File: src/rtl/tt_debias_collector_if.sv
// rtl/tt_debias_collector_if.sv - key word valid/ready handshake between collector and key stage
interface tt_debias_collector_if #(
    parameter int KEY_W = 4
);
    logic             key_valid;
    logic             key_ready;
    logic [KEY_W-1:0] key_out;

    modport master (
        output key_valid,
        output key_out,
        input  key_ready
    );

    modport slave (
        input  key_valid,
        input  key_out,
        output key_ready
    );
endinterface

File: src/rtl/tt_debias_collector.sv
// rtl/tt_debias_collector.sv - raw entropy sync, von Neumann debias, key packing; TT_HEALTH_TEST_EN adds rep-count health test
module tt_debias_collector #(
    parameter int KEY_W     = 4,
    parameter int REP_LIMIT = 8
) (
    input  logic                         clk,
    input  logic                         rst_n,
    input  logic                         raw_bit,
    input  logic                         sample_en,
    tt_debias_collector_if.master        key_if,
    output logic                         health_fail
);
    localparam int CW = $clog2(KEY_W + 1);

    typedef enum logic {
        S_COLLECT = 1'b0,
        S_HOLD    = 1'b1
    } state_t;

    state_t           state_q, state_d;
    logic             sync1_q, sync1_d;
    logic             sync2_q, sync2_d;
    logic             pair_second_q, pair_second_d;
    logic             first_q, first_d;
    logic [CW-1:0]    cnt_q, cnt_d;
    logic [KEY_W-1:0] shift_q, shift_d;
    logic [KEY_W-1:0] key_out_q, key_out_d;
    logic [KEY_W-1:0] word;
    logic             fail_d;

`ifdef TT_HEALTH_TEST_EN
    localparam int RW = $clog2(REP_LIMIT + 1);
    logic [RW-1:0] rep_cnt_q, rep_cnt_d;
    logic          rep_prev_q, rep_prev_d;
    logic          rep_seen_q, rep_seen_d;
    logic          health_q, health_d;
`endif

    always_comb begin
        state_d       = state_q;
        sync1_d       = raw_bit;
        sync2_d       = sync1_q;
        pair_second_d = pair_second_q;
        first_d       = first_q;
        cnt_d         = cnt_q;
        shift_d       = shift_q;
        key_out_d     = key_out_q;
        word          = {shift_q[KEY_W-2:0], first_q};
        fail_d        = 1'b0;
`ifdef TT_HEALTH_TEST_EN
        rep_cnt_d  = rep_cnt_q;
        rep_prev_d = rep_prev_q;
        rep_seen_d = rep_seen_q;
        // Counter watches every sample, even while a key is parked in HOLD.
        if (sample_en) begin
            rep_seen_d = 1'b1;
            rep_prev_d = sync2_q;
            if (!rep_seen_q || (sync2_q != rep_prev_q)) begin
                rep_cnt_d = RW'(1);
            end else if (rep_cnt_q != RW'(REP_LIMIT)) begin
                rep_cnt_d = rep_cnt_q + RW'(1);
            end
        end
        health_d = health_q | (rep_cnt_d == RW'(REP_LIMIT));
        fail_d   = health_d;
`endif

        if (sample_en && (state_q == S_COLLECT)) begin
            if (!pair_second_q) begin
                first_d       = sync2_q;
                pair_second_d = 1'b1;
            end else begin
                pair_second_d = 1'b0;
                // Unequal pair emits its first bit (10 -> 1, 01 -> 0).
                if (first_q != sync2_q) begin
                    shift_d = word;
                    cnt_d   = cnt_q + CW'(1);
                    if (cnt_q == CW'(KEY_W - 1)) begin
                        cnt_d = '0;
                        if (!fail_d) begin
                            key_out_d = word;
                            state_d   = S_HOLD;
                        end
                    end
                end
            end
        end

        if ((state_q == S_HOLD) && key_if.key_ready) begin
            state_d = S_COLLECT;
        end
        if (fail_d) begin
            state_d = S_COLLECT;
        end
    end

    always_ff @(posedge clk) begin
        if (!rst_n) begin
            state_q       <= S_COLLECT;
            sync1_q       <= 1'b0;
            sync2_q       <= 1'b0;
            pair_second_q <= 1'b0;
            first_q       <= 1'b0;
            cnt_q         <= '0;
            shift_q       <= '0;
            key_out_q     <= '0;
`ifdef TT_HEALTH_TEST_EN
            rep_cnt_q     <= '0;
            rep_prev_q    <= 1'b0;
            rep_seen_q    <= 1'b0;
            health_q      <= 1'b0;
`endif
        end else begin
            state_q       <= state_d;
            sync1_q       <= sync1_d;
            sync2_q       <= sync2_d;
            pair_second_q <= pair_second_d;
            first_q       <= first_d;
            cnt_q         <= cnt_d;
            shift_q       <= shift_d;
            key_out_q     <= key_out_d;
`ifdef TT_HEALTH_TEST_EN
            rep_cnt_q     <= rep_cnt_d;
            rep_prev_q    <= rep_prev_d;
            rep_seen_q    <= rep_seen_d;
            health_q      <= health_d;
`endif
        end
    end

    assign key_if.key_valid = (state_q == S_HOLD);
    assign key_if.key_out   = key_out_q;
`ifdef TT_HEALTH_TEST_EN
    assign health_fail = health_q;
`else
    assign health_fail = 1'b0;
`endif
endmodule

File: src/flat_wrapper.sv
// flat-port wrapper written by rule: the top's interface ports become plain ports
module tt_debias_collector_flat 
#(
    parameter int KEY_W     = 4,
    parameter int REP_LIMIT = 8
)
  (clk, rst_n, raw_bit, sample_en, health_fail, key_if_key_valid, key_if_key_out, key_if_key_ready);
  tt_debias_collector_if #(.KEY_W(KEY_W)) key_if_i ();
  input  logic clk;
  input  logic rst_n;
  input  logic raw_bit;
  input  logic sample_en;
  output logic health_fail;
  output wire logic [$bits(key_if_i.key_valid)-1:0] key_if_key_valid;
  output wire logic [$bits(key_if_i.key_out)-1:0] key_if_key_out;
  input wire logic [$bits(key_if_i.key_ready)-1:0] key_if_key_ready;
  assign key_if_key_valid = key_if_i.key_valid;
  assign key_if_key_out = key_if_i.key_out;
  assign key_if_i.key_ready = key_if_key_ready;
  tt_debias_collector #(.KEY_W(KEY_W), .REP_LIMIT(REP_LIMIT)) u_core (.clk(clk), .rst_n(rst_n), .raw_bit(raw_bit), .sample_en(sample_en), .key_if(key_if_i), .health_fail(health_fail));
endmodule
File: config.mk
export PLATFORM = sky130hd
export DESIGN_NAME = tt_debias_collector_flat
export DESIGN_NICKNAME = d
export VERILOG_FILES = /design/src/rtl/tt_debias_collector_if.sv /design/src/rtl/tt_debias_collector.sv /design/src/flat_wrapper.sv
export SDC_FILE = /design/constraint.sdc
export NUM_CORES = 1
export LEC_CHECK = 0
export CAP_MARGIN = 20
export CORE_ASPECT_RATIO = 0.9
export CORE_MARGIN = 3
export CORE_UTILIZATION = 30
export CTS_CLUSTER_DIAMETER = 120
export DETAILED_ROUTE_END_ITERATION = 10
export PLACE_DENSITY = 0.46
export SYNTH_ARGS = -nofsm -noshare
export SYNTH_HDL_FRONTEND = slang
export SYNTH_SLANG_ARGS = --single-unit
File: constraint.sdc
create_clock -name clk -period 3.1 [get_ports clk]
set_input_delay 0.62 -clock clk [delete_from_list [all_inputs] [get_ports clk]]
set_output_delay 0.62 -clock clk [all_outputs]
set_load 0.005 [all_outputs]
==> flow_summary_export.csv <==
group,metric,value,unit
power,total_power,0.334,mW
clock_network,ctsResizeCount,0,
synthesis,async_reset_ff_share,0,%
synthesis,synth_seq_cells,15,
setup_path,cp_top_family,"buffers and inverters",
setup_path,cp_slowest_stage_delay,0.52,ns
run,maxCapViolCount,0,
timing,finalCritPeriodShare,58.7,%
layout,final_util,39.0,%
setup_path,cp_slowest_cell,"clkdlybuf4s50_1",
timing,max_freq,549,MHz
timing,period_minus_slack,1.82,ns
timing,rsz0062_at_grt,"false",
placement,place.port_buffers,9,
route,viasPerCell,4.78,
synthesis,synth_area_leaders,"dfxtp_1 (48%), mux2i_1 (8.0%), nand2_1 (5.4%)",
clock_network,cts_tree,"yes",
setup_path,path_max_fanout,6,
synthesis,synth_ff_type,"dfxtp_1",
power,leakagePower,0.271,nW
layout,antenna-diode-count,0,
worst_hold_path,worstHoldStart,"u_core.sync1_q",
outcome,run_status,"completed",
timing,finalSetupViolCount,0,
clock_network,cts_hold_buf,0,
route,drt-total-wl,1190,um
setup_path,critical_path_buf_inv_count,1,
layout,area_growth,21.1,%
setup_path,worst_ep_arrival_time,1.20,ns
global_routing,grtUsageTotal,10.6,%
synthesis,yosysTopAreaCell,"dfxtp_1",
placement,gp_congestion,0.672,
clock_network,clk_latency,0.28,ns
synthesis,yosys-top-cells-count,"dfxtp_1 (15), nand2_1 (9), a21oi_1 (5), mux2i_1 (5), o21ai_0 (5)",
global_routing,antenna_found_initial,0,
timing,hold_violations,0,
setup_path,start_kind,"flip-flop",
route,dr_total_vias,483,
synthesis,synth_edf_count,0,
global_routing,grt_pass1_wl,2070,um
route,drt_pass1_iterations,2,
synthesis,seq_area_frac_synth,47.8,%
synthesis,synth.most_common_cell,"dfxtp_1",
global_routing,grt_max_degree,14,
setup_path,crit_start,"u_core.key_if.key_valid",
die,die_width,54.2,um
clock_network,root_buffer,"clkbuf_4",
synthesis,syn_avg_cell_area,9.52,um^2
synthesis,mappedNetlistArea,628,um^2
power,irDropWorstVdd,0.000196,V
timing,fin_setup_tns,0,ns
synthesis,yosysWarnings,0,
die,start_util,32.2,%
timing,clock_skew,0.00136,ns
synthesis,syn_nets,72,
setup_path,crit_type,"reg2out",
clock_network,cts.sinks,15,
synthesis,netlist.area_leader.share,47.8,%
die,io_pins,11,
die,core_area,1950,um^2
setup_path,end_kind,"output pin",
global_routing,grt_pass1_vias,481,
die,die_area,2680,um^2
route,drcViolationCount,0,
setup_path,path_cells,"clkdlybuf4s50_1",
clock_network,clkSlewWorstSetupHoldPaths,0.09,ns
clock_network,clock_path_buffers,2,
clock_network,post-cts-setup-buffers,0,
route,drtIter0Drc,6,
die,die_h,49.4,um
setup_path,required,2.48,ns
clock_network,cts_buffers,3,
worst_hold_path,min_path_type,"reg2reg",
placement,hpwl,815,um
die,rows,15,
synthesis,synthDistinctLibCells,26,
power,power.density,439,nW/um^2
synthesis,syn_inst,66,
layout,drive_above_1_share,7.89,%
global_routing,grt-ovfl-total,0,
timing,slew_viol_final,0,
layout,final.fill_count,202,
setup_path,rr_startpoint,"u_core.cnt_q[0]",
route,ant_nets,0,
layout,final_nets,83,
route,drt-wirelength-per-cell,11.8,um
clock_network,htreeDepth,1,
area by class of cell:
type | instances | area (um^2) | area share, %
clock buffer | 4 | 26.3 | 3.45
inverter | 1 | 3.75 | 0.493
multi-input combinational | 47 | 309 | 40.6
sequential | 15 | 300 | 39.5
tap | 25 | 31.3 | 4.11
timing repair buffer | 9 | 90.1 | 11.8
per-stage QoR:
stage / instances / hold WS, ns / setup WS (ns) / area [um^2]
floorplan: 66 / 0.409 / 1.74 / 628
global placement: 97 / 0.414 / 1.14 / 734
detailed placement: 97 / 0.422 / 1.12 / 734
CTS: 101 / 0.444 / 1.26 / 761
global route: 101 / 0.459 / 1.22 / 761
finish: 101 / 0.437 / 1.28 / 761
cells in the final DEF, fill, tap and decap left out, drive strengths merged, types with 2 or more instances in the layout:
cell type	instances
dfxtp	15
nand2	9
clkdlybuf4s50	9
o21ai	5
a21oi	5
mux2i	5
clkbuf	4
nand3	3
and2	2
nor2b	2
nor2	2
xnor2	2
worst paths after layout:
kind | endpoint | cells past startpoint | slack, ns
hold reg to reg | u_core.sync2_q | 1 | 0.44
setup reg to reg | u_core.key_if.key_out[1] | 4 | 1.58
hold / removal | u_core.sync2_q | 1 | 0.44
setup / recovery | key_if_key_valid | 1 | 1.28
power breakdown:
part | switching [mW] | internal (mW) | leakage, nW | total (mW)
Sequential | 0.00303 | 0.196 | 0.122 | 0.199
Combinational | 0.0132 | 0.0106 | 0.135 | 0.0238
Clock | 0.0615 | 0.0499 | 0.0150 | 0.111
cells by family after synthesis:
group	after synthesis	synth area share (%)
AND/OR/NAND/NOR	25	23.1
flip-flops	15	47.8
AO/OA/AOI/OAI	12	10.2
multiplexers	5	7.97
buffers and inverters	4	2.99
XOR/XNOR	3	5.38
adder cells (fa/ha/maj)	1	1.99
other	1	0.597
worst register-to-register path, delay by kind of cell, from the launching register on:
family / cells / cell delay, ns
flops: 1 / 0.37
mux: 1 / 0.22
fa+ha+maj: 1 / 0.18
simple gates: 2 / 0.69
sequential cells by signal, indices dropped and copies added (netlist names):
signal,flops
u_core.key_if.key_out,4
u_core.cnt_q,3
u_core.shift_q,3
u_core.first_q,1
u_core.key_if.key_valid,1
u_core.pair_second_q,1
u_core.sync1_q,1
u_core.sync2_q,1
per-layer routing:
| layer | routed length (um) | vias to the layer above | share of wire (%) | global-route usage, % |
|---|---|---|---|---|
| li1 | - | 243 | - | - |
| met1 | 651 | 224 | 55 | 15.0 |
| met2 | 453 | 14 | 38 | 13.5 |
| met3 | 70 | 2 | 5.9 | 4.59 |
| met4 | 13 | 0 | 1.1 | 4.98 |
| met5 | 0 | - | 0 | 0 |
Note: power is estimated with default switching activity, not from simulation.
